File: config.mk
export PLATFORM = sky130hd
export DESIGN_NAME = sseg_capture_flat
export DESIGN_NICKNAME = d
export VERILOG_FILES = /design/src/rtl/sseg_capture_if.sv /design/src/rtl/sseg_capture.sv /design/src/flat_wrapper.sv
export SDC_FILE = /design/constraint.sdc
export NUM_CORES = 1
export LEC_CHECK = 0
export CORE_UTILIZATION = 30
export DETAILED_ROUTE_END_ITERATION = 7
export SYNTH_ARGS = -nofsm -noshare
export SYNTH_HDL_FRONTEND = slang
export SYNTH_SLANG_ARGS = --single-unit
export TNS_END_PERCENT = 50
File: constraint.sdc
create_clock -name clk -period 2.5 [get_ports clk]
set_clock_uncertainty 0.2 [all_clocks]
set_input_delay 0.5 -clock clk [delete_from_list [all_inputs] [get_ports clk]]
set_output_delay 0.5 -clock clk [all_outputs]
set_load 0.01 [all_outputs]
File: src/rtl/sseg_capture_if.sv
//------------------------------------------------------------------------------
// Module   : sseg_capture_if
// Purpose  : Bundles the seven-segment scan inputs and the decoded frame
//            outputs of sseg_capture into one interface.
// Signals  : sseg[6:0]    segment lines {g,f,e,d,c,b,a}, active-low
//            an[3:0]      digit anodes, active-low
//            bcd[15:0]    last complete frame, digit i in bcd[4i+3:4i]
//            err[3:0]     per-digit undecodable-pattern flags
//            frame_valid  one-cycle pulse when bcd/err update
//            stale        no frame completed within the timeout window
// Modports : master = stimulus/observer side, slave = capture core
// Revision : 1.0 - initial release
//------------------------------------------------------------------------------
`default_nettype none

interface sseg_capture_if;
   logic [6:0]  sseg;
   logic [3:0]  an;
   logic [15:0] bcd;
   logic [3:0]  err;
   logic        frame_valid;
   logic        stale;

   modport master (
      output sseg, an,
      input  bcd, err, frame_valid, stale
   );

   modport slave (
      input  sseg, an,
      output bcd, err, frame_valid, stale
   );
endinterface

`default_nettype wire

File: src/rtl/sseg_capture.sv
//------------------------------------------------------------------------------
// Module   : sseg_capture
// Purpose  : Snoops a multiplexed 4-digit seven-segment display bus, waits for
//            each digit to dwell stably, decodes it to BCD and publishes a
//            complete 4-digit frame once every digit has been captured.
// Ports    : clk  - single clock, rising edge
//            rst  - asynchronous active-low reset
//            bus  - sseg_capture_if.slave (sseg/an in, bcd/err/frame_valid/
//                   stale out)
// Params   : STABLE_CYCLES  - cycles a sample must persist before capture
//            TIMEOUT_CYCLES - cycles without a frame before stale is raised
// Revision : 1.0 - initial release
//------------------------------------------------------------------------------
`default_nettype none

module sseg_capture #(
   parameter int unsigned STABLE_CYCLES  = 4,
   parameter int unsigned TIMEOUT_CYCLES = 1000000
) (
   input  wire logic     clk,
   input  wire logic     rst,
   sseg_capture_if.slave bus
);

   localparam logic [0:0]  ST_SETTLE  = 1'b0;
   localparam logic [0:0]  ST_HELD    = 1'b1;
   // A changed sample already counts as its first cycle, so capture happens
   // on the (STABLE_CYCLES-1)-th identical comparison.
   localparam logic [7:0]  DWELL_LAST = 8'(STABLE_CYCLES - 2);
   localparam logic [23:0] TO_LAST    = 24'(TIMEOUT_CYCLES - 1);

   // Decode active-low {g,f,e,d,c,b,a} into {err, digit}.
   function automatic logic [4:0] f_decode(input logic [6:0] seg);
      logic [4:0] r;
      case (seg)
         7'b1000000: r = {1'b0, 4'd0};
         7'b1111001: r = {1'b0, 4'd1};
         7'b0100100: r = {1'b0, 4'd2};
         7'b0110000: r = {1'b0, 4'd3};
         7'b0011001: r = {1'b0, 4'd4};
         7'b0010010: r = {1'b0, 4'd5};
         7'b0000010: r = {1'b0, 4'd6};
         7'b1111000: r = {1'b0, 4'd7};
         7'b0000000: r = {1'b0, 4'd8};
         7'b0010000: r = {1'b0, 4'd9};
         default:    r = {1'b1, 4'hF};
      endcase
      return r;
   endfunction

   logic [10:0] sample_q;
   logic [0:0]  state_q,   state_d;
   logic [7:0]  dwell_q,   dwell_d;
   logic [15:0] shadow_q,  shadow_d;
   logic [3:0]  sh_err_q,  sh_err_d;
   logic [3:0]  seen_q,    seen_d;
   logic [15:0] bcd_q,     bcd_d;
   logic [3:0]  err_q,     err_d;
   logic        fv_q,      fv_d;
   logic        stale_q,   stale_d;
   logic [23:0] to_q,      to_d;

   logic [10:0] w_sample;
   logic [3:0]  w_an_n;
   logic        w_sel;
   logic        w_same;
   logic        w_cap;
   logic [1:0]  w_idx;
   logic [4:0]  w_dec;
   logic        w_frame;
   logic        w_timeout;

   assign w_sample = {bus.an, bus.sseg};
   assign w_an_n   = ~bus.an;
   // Exactly one anode low: non-zero and a power of two.
   assign w_sel    = (w_an_n != 4'b0000) && ((w_an_n & (w_an_n - 4'd1)) == 4'b0000);
   assign w_same   = (w_sample == sample_q);
   assign w_dec    = f_decode(bus.sseg);

   always_comb begin
      w_idx = 2'd0;
      case (w_an_n)
         4'b0010: w_idx = 2'd1;
         4'b0100: w_idx = 2'd2;
         4'b1000: w_idx = 2'd3;
         default: w_idx = 2'd0;
      endcase
   end

   // Per-dwell FSM: one capture per stable dwell, then park in HELD.
   always_comb begin
      state_d = state_q;
      dwell_d = dwell_q;
      w_cap   = 1'b0;
      if (!w_sel || !w_same) begin
         state_d = ST_SETTLE;
         dwell_d = 8'd0;
      end else if (state_q == ST_SETTLE) begin
         if (dwell_q == DWELL_LAST) begin
            w_cap   = 1'b1;
            state_d = ST_HELD;
            dwell_d = 8'd0;
         end else begin
            dwell_d = dwell_q + 8'd1;
         end
      end
   end

   assign w_frame   = (seen_q == 4'b1111);
   assign w_timeout = (to_q == TO_LAST);

   always_comb begin
      shadow_d = shadow_q;
      sh_err_d = sh_err_q;
      if (w_cap) begin
         shadow_d[{w_idx, 2'b00} +: 4] = w_dec[3:0];
         sh_err_d[w_idx]               = w_dec[4];
      end
   end

   // Frame completion wins over timeout when both land on the same edge.
   always_comb begin
      seen_d  = (w_frame || w_timeout) ? 4'b0000 : seen_q;
      if (w_cap) begin
         seen_d = seen_d | w_an_n;
      end
      to_d    = (w_frame || w_timeout) ? 24'd0 : to_q + 24'd1;
      fv_d    = w_frame;
      bcd_d   = w_frame ? shadow_q : bcd_q;
      err_d   = w_frame ? sh_err_q : err_q;
      stale_d = stale_q;
      if (w_frame) begin
         stale_d = 1'b0;
      end else if (w_timeout) begin
         stale_d = 1'b1;
      end
   end

   always_ff @(posedge clk or negedge rst) begin
      if (!rst) begin
         sample_q <= 11'h7FF;
         state_q  <= ST_SETTLE;
         dwell_q  <= 8'd0;
         shadow_q <= 16'h0000;
         sh_err_q <= 4'b0000;
         seen_q   <= 4'b0000;
         bcd_q    <= 16'h0000;
         err_q    <= 4'b0000;
         fv_q     <= 1'b0;
         stale_q  <= 1'b0;
         to_q     <= 24'd0;
      end else begin
         sample_q <= w_sample;
         state_q  <= state_d;
         dwell_q  <= dwell_d;
         shadow_q <= shadow_d;
         sh_err_q <= sh_err_d;
         seen_q   <= seen_d;
         bcd_q    <= bcd_d;
         err_q    <= err_d;
         fv_q     <= fv_d;
         stale_q  <= stale_d;
         to_q     <= to_d;
      end
   end

   assign bus.bcd         = bcd_q;
   assign bus.err         = err_q;
   assign bus.frame_valid = fv_q;
   assign bus.stale       = stale_q;

endmodule

`default_nettype wire

File: src/flat_wrapper.sv
// flat-port wrapper written by rule: the top's interface ports become plain ports
module sseg_capture_flat 
#(
   parameter int unsigned STABLE_CYCLES  = 4,
   parameter int unsigned TIMEOUT_CYCLES = 1000000
)
  (clk, rst, bus_sseg, bus_an, bus_bcd, bus_err, bus_frame_valid, bus_stale);
  sseg_capture_if bus_i ();
  input  wire logic clk;
  input  wire logic rst;
  input wire logic [$bits(bus_i.sseg)-1:0] bus_sseg;
  input wire logic [$bits(bus_i.an)-1:0] bus_an;
  output wire logic [$bits(bus_i.bcd)-1:0] bus_bcd;
  output wire logic [$bits(bus_i.err)-1:0] bus_err;
  output wire logic [$bits(bus_i.frame_valid)-1:0] bus_frame_valid;
  output wire logic [$bits(bus_i.stale)-1:0] bus_stale;
  assign bus_i.sseg = bus_sseg;
  assign bus_i.an = bus_an;
  assign bus_bcd = bus_i.bcd;
  assign bus_err = bus_i.err;
  assign bus_frame_valid = bus_i.frame_valid;
  assign bus_stale = bus_i.stale;
  sseg_capture #(.STABLE_CYCLES(STABLE_CYCLES), .TIMEOUT_CYCLES(TIMEOUT_CYCLES)) u_core (.clk(clk), .rst(rst), .bus(bus_i));
endmodule
# After elaboration in Yosys (flattened, before gate mapping)
# Cells that the tools add are included.
[totals] ff_bits=90 latch_bits=0 ram_bits=0 mem_bits_ro=0 input_bits=13 out_inout_bits=22 wordCells=68 memories=0
[classes] addsub=4 mul=0 div=0 magnitude_cmp=2 n_eq_ne=17 n_shift=2 muxes=19 bitwise=3 reduce_logical=10
[ops] cell="$pmux W5 S10" n=1
[ops] cell="$add A24 B1 Y24 const B" n=1
[ops] cell="$eq A24 B20 Y1 const B" n=1
[ops] cell="$mux W24" n=1
[ops] cell="$mux W8" n=3
[ops] cell="$eq A7 B5 Y1 const B" n=3
[ops] cell="$eq A7 B7 Y1 const B" n=3
[ops] cell="$bwmux W16" n=1
[ops] cell="$shift A4 B6 Y16 const A" n=1
[ops] cell="$shiftx A4 B6 Y16" n=1
[ops] cell="$eq A7 B6 Y1 const B" n=2
[ops] cell="$eq A11 B11 Y1" n=1
[ops] cell="$add A8 B1 Y8 const B" n=1
[ops] cell="$eq A4 B4 Y1 const B" n=2
[ops] cell="$eq A8 B2 Y1 const B" n=1
[ops] cell="$mux W1" n=8
[ops] cell="$mux W4" n=2
[ops] cell="$eq A7 B2 Y1 const B" n=1
[ops] cell="$logic_not A7 Y1" n=1
[ops] cell="$neg A4 Y6" n=1
[ops] cell="$pmux W2 S3" n=1
[ops] cell="$and A4 B4 Y4" n=1
[ops] cell="$bwmux W4" n=1
[ops] cell="$eq A4 B2 Y1 const B" n=1
[ops] cell="14 further kinds" n=17

# Logic depth before layout (Yosys ltp)
[logic_depth] depth_word=9 mapped_depth=8 ltp_nobuf=8

# Worst setup path after synthesis
# Ideal clock, no wire load.
[synth_timing] path_type="input-to-reg" startpoint="in bus_sseg[6]" endpoint="reg u_core.sh_err_q[3]" setup_ps=128 arrival_ps=1884 t_required_ps=2172 path_slack_ps=289 stages=6 path_buffers=1 path_cell_list="buf_2 -> xor2_1 -> nor4_2 -> o2111a_4 -> nand3_2 -> mux2_1"
[synth_between] elab_chain_len=4 elab_cells_between_ends=16 classes_between="eq/ne: 10; mux: 3; reduce/logical: 3"
[synth_rtl] element="from (decl)" line="flat_wrapper.sv:11" rtl="input wire logic [$bits(bus_i.sseg)-1:0] bus_sseg;"
[synth_rtl] element="branches (longest 4 deep; another with $pmux W5 S10)"
[synth_rtl] element="to (signal assigned)" line="sseg_capture.sv:157" rtl="sh_err_q <= sh_err_d;"
[synth_rtl] element="to (decl)" line="sseg_capture.sv:55" rtl="logic [3:0] sh_err_q, sh_err_d;"
# Several ways; the timed one is not identified.
# A chain may end at the register's enable or synchronous reset.

# Worst setup path in the final report
[layout_timing] startpoint="in bus_an[0]" endpoint="reg u_core.shadow_q[15]"
[layout_between] elab_chain_len=8 elab_cells_between_ends=19 classes_between="add/sub: 2; eq/ne: 4; shift: 2; mux: 3; bitwise: 2; reduce/logical: 6"
[layout_rtl] element="from (decl)" line="flat_wrapper.sv:12" rtl="input wire logic [$bits(bus_i.an)-1:0] bus_an;"
[layout_rtl] element="branches (longest 8 deep; another with $neg A4 Y6)"
[layout_rtl] element="to (signal assigned)" line="sseg_capture.sv:156" rtl="shadow_q <= shadow_d;"
[layout_rtl] element="to (decl)" line="sseg_capture.sv:54" rtl="logic [15:0] shadow_q, shadow_d;"
# Several ways; the timed one is not identified.

==> impl_metrics.env <==
export IMPL_ys_flop_type="dfrtp_1"
export IMPL_status="completed"
export IMPL_drtAntennaViolNets=0
export IMPL_min_to="u_core.bus.bcd[5]"
export IMPL_min_path_type="register to register"
export IMPL_overflow=0
export IMPL_cp_data_required_time_ns=2.52
export IMPL_clk_latency_ns=0.33
export IMPL_reg2reg_depth=6
export IMPL_drv_slew=0
export IMPL_clk_pin_slew_worst_paths_ns=0.06
export IMPL_rsz0062_at_grt="no"
export IMPL_first_pass_iters=4
export IMPL_antenna_found_initial=0
export IMPL_final_layout_size_suffix_gt1_share_pct=17.2
export IMPL_grt_pass1_wl_mm=15.8
export IMPL_finalHoldViolations=0
export IMPL_worst_path_max_fanout=8
export IMPL_clock_power_share_pct=46.4
export IMPL_syn_to_final_growth_pct=26.2
export IMPL_path_class="primary input to register"
export IMPL_initialDrtViolationCount=139
export IMPL_grt_usage_pct=13.3
export IMPL_crit_path_top_delay_cell="clkdlybuf4s50_1"
export IMPL_start_util_pct=31.0
export IMPL_finalWeightedCongestion=0.814
export IMPL_p_int_mw=2.42
export IMPL_setup_ws_ns=0.136
export IMPL_cts_root_buf="clkbuf_16"
export IMPL_num_rows=43
export IMPL_tritoncts="yes"
export IMPL_clock_sink_count=90
export IMPL_cts_max_level=3
export IMPL_synthCells=430
export IMPL_fmax_mhz=423
export IMPL_worst_pin_slew_ns=0.432
export IMPL_peakVddDrop_mv=0.296
export IMPL_postLayoutCellArea_sq_mm=0.00548
export IMPL_yosys_warnings=0
export IMPL_switching_share_pct=21.6
export IMPL_seqPwrFrac_pct=47.9
export IMPL_max_cap_violations=0
export IMPL_syn_area_sq_mm=0.00434
export IMPL_period_needed_ns=2.36
export IMPL_clk_path_buf_depth=2
export IMPL_numPortBuffers=34
export IMPL_p_leak_nw=2.54
export IMPL_numCtsBuffers=9
export IMPL_die_h_microns=122
export IMPL_wl_per_cell_microns=13.2
export IMPL_r2r_start="u_core.to_q[0]"
export IMPL_die_area_sq_mm=0.0150
export IMPL_placed_cell_area_sq_mm=0.00514
export IMPL_synth_edf_count=0
export IMPL_path_delay_family="simple AND/OR/NAND/NOR gates"
export IMPL_ys_seq_elements=90
export IMPL_grt_pass1_vias=3364
export IMPL_grt_start_max_net_pins=60
export IMPL_avgSynthCellArea_sq_um=10.1
export IMPL_vias=3224
export IMPL_ys_seq_area_share_pct=52.2
export IMPL_p_comb_share_pct=5.7
export IMPL_crit_path_start_kind="primary input"
export IMPL_n_antenna_cell=0
export IMPL_core_area_sq_mm=0.0140
export IMPL_worstHoldStart="u_core.shadow_q[5]"
export IMPL_switchingPower_mw=0.667
export IMPL_num_io_pins=35
export IMPL_fp_dieW_microns=122
export IMPL_power_density_mw_per_mm2=562
export IMPL_endpoint_kind="register"
export IMPL_fin_nets=524
export IMPL_critPathArrivalTime_ns=2.38
export IMPL_post_dp_hpwl_mm=6.51
export IMPL_crit_path_cell_trace="clkdlybuf4s50_1 -> xor2_1 -> nor4_2 -> o2111a_4 -> nand3_2 -> mux2_1"
export IMPL_period_share_pct=94.6
export IMPL_reg2reg_setup_slack_ns=0.35
export IMPL_synth_cell_type_count=53
export IMPL_drc=0
export IMPL_postSynth_asyncResetShare_pct=100
export IMPL_vias_per_cell=4.70
export IMPL_path_buf_inv=1
export IMPL_timing_slew_headroom_pct=71.2
export IMPL_hold_depth=2
export IMPL_post_place_ws_ns=-0.257
export IMPL_syn_nets=453
export IMPL_reg2reg_to="u_core.to_q[22]"
export IMPL_max_stage_delay_ns=0.46
export IMPL_wl_mm=9.04
export IMPL_setup_viol=0
-- power by group through the flow --
| stage | sequential [mW] | combinational, mW | clock [mW] |
|---|---|---|---|
| finish | 1.48 | 0.176 | 1.43 |
| global placement | 1.50 | 0.173 | 0 |
| floorplan | 1.50 | 0.0662 | 0 |
| detailed placement | 1.50 | 0.177 | 0 |
| global route | 1.48 | 0.198 | 1.53 |
| CTS | 1.48 | 0.180 | 1.47 |
-- repair_timing --
action                                  CTS  global route
hold endpoints to repair                 20             0
resized for setup                         0             0
endpoints found under the setup margin    0             4
hold buffers                              1             0
setup buffers                             0             1
-- area by class of cell --
cell class | instances | area (sq um)
inverters | 14 | 52.6
fillers | 1397 | 8510
repair buffers | 76 | 668
multi-input cells | 310 | 1950
clock buffers | 12 | 267
clock inverters | 4 | 56.3
flip-flops and latches | 90 | 2270
well taps | 180 | 225
-- placed cells by master, fill, tap and decap left out, types with 5 or more instances in the layout --
cell | netlist | layout
xor2_1 | 25 | 25
mux2_1 | 16 | 16
ha_1 | 10 | 10
clkdlybuf4s50_1 | 0 | 33
dfstp_2 | 11 | 11
buf_4 | 0 | 41
xnor2_1 | 13 | 13
inv_1 | 14 | 14
nand2_1 | 74 | 74
a211oi_1 | 5 | 5
nor2_1 | 57 | 57
nand4_1 | 9 | 9
nor3_1 | 8 | 8
a21oi_1 | 6 | 6
clkbuf_16 | 0 | 9
o31ai_1 | 8 | 8
dfrtp_1 | 79 | 79
nand3_1 | 19 | 19
-- per-stage QoR --
stage	total power, mW	util, %	TNS (ns)	hold WS (ns)	instances
2_1_floorplan	1.57	-	0	0.00441	430
3_3_place_gp	1.68	36.7	-3.79	0.250	668
3_5_place_dp	1.68	36.7	-4.56	0.260	668
4_1_cts	3.13	39.1	0	0.277	685
5_1_grt	3.20	39.2	0	0.301	686
6_report	3.08	39.2	0	0.270	686
-- state kept, by name, summed over array words and instances (netlist names) --
| signal | count |
|---|---|
| u_core.to_q | 24 |
| u_core.dwell_q | 8 |
| u_core.shadow_q | 16 |
| u_core.seen_q | 4 |
| u_core.bus.err | 4 |
| u_core.state_q | 1 |
| u_core.sh_err_q | 4 |
| u_core.bus.frame_valid | 1 |
| u_core.bus.stale | 1 |
| u_core.bus.bcd | 16 |
| u_core.sample_q | 11 |
-- cells in the mapped netlist (2+ instances only) --
cell,instances,area share (%)
nand3_2,4,0.92
mux2_1,16,4.1
or2_2,2,0.29
ha_1,10,2.9
nor4_2,2,0.58
dfrtp_1,79,46
dfstp_2,11,6.7
nand3b_1,3,0.52
inv_1,14,1.2
nor4b_1,2,0.40
nor2_1,57,4.9
nand4_1,9,1.3
and4b_1,2,0.46
and3_1,3,0.43
nor4_1,4,0.58
o21ai_0,4,0.46
xor2_1,25,5.0
clkbuf_1,7,0.61
nand2_1,74,6.4
a21oi_1,6,0.69
buf_2,8,0.92
o22ai_1,4,0.58
nor3_1,8,0.92
nand3_1,19,2.2
o31ai_1,8,1.4
nor2b_1,4,0.58
and4_1,3,0.61
xnor2_1,13,2.6
a211oi_1,5,0.86
-- cell families after synthesis --
family                   Yosys count  share of synthesized area, %
buffers and inverters             30                          3.00
adder cells (fa/ha/maj)           10                          2.88
AND/OR/NAND/NOR                  209                          24.0
XOR/XNOR                          38                          7.67
AO/OA/AOI/OAI                     37                          6.11
flip-flops                        90                          52.2
multiplexers                      16                          4.15
-- per-layer routing --
| metal | part of all wire, % | global-route usage, % |
|---|---|---|
| met5 | 0 | 0 |
| met4 | 1.2 | 3.51 |
| met2 | 48 | 22.9 |
| met1 | 48 | 16.5 |
| met3 | 3.2 | 3.25 |
-- worst max path at each step --
stage	startpoint	end	slack, ns	cells past startpoint
floorplan	bus_sseg[6]	u_core.sh_err_q[3]	0.29	6
global placement	bus_an[0]	u_core.shadow_q[15]	-0.20	6
detailed placement	bus_sseg[1]	u_core.shadow_q[6]	-0.26	8
CTS	bus_sseg[1]	u_core.shadow_q[6]	0.1	8
global route	bus_an[3]	u_core.shadow_q[11]	0.005	8
finish	bus_an[0]	u_core.shadow_q[15]	0.14	6
-- worst min-delay path: stages (launching register included) --
cell,delay (ns)
dfrtp_1,0.34
nand2_1,0.05
nand2_1,0.05
Power figures use the tool's default switching activity.
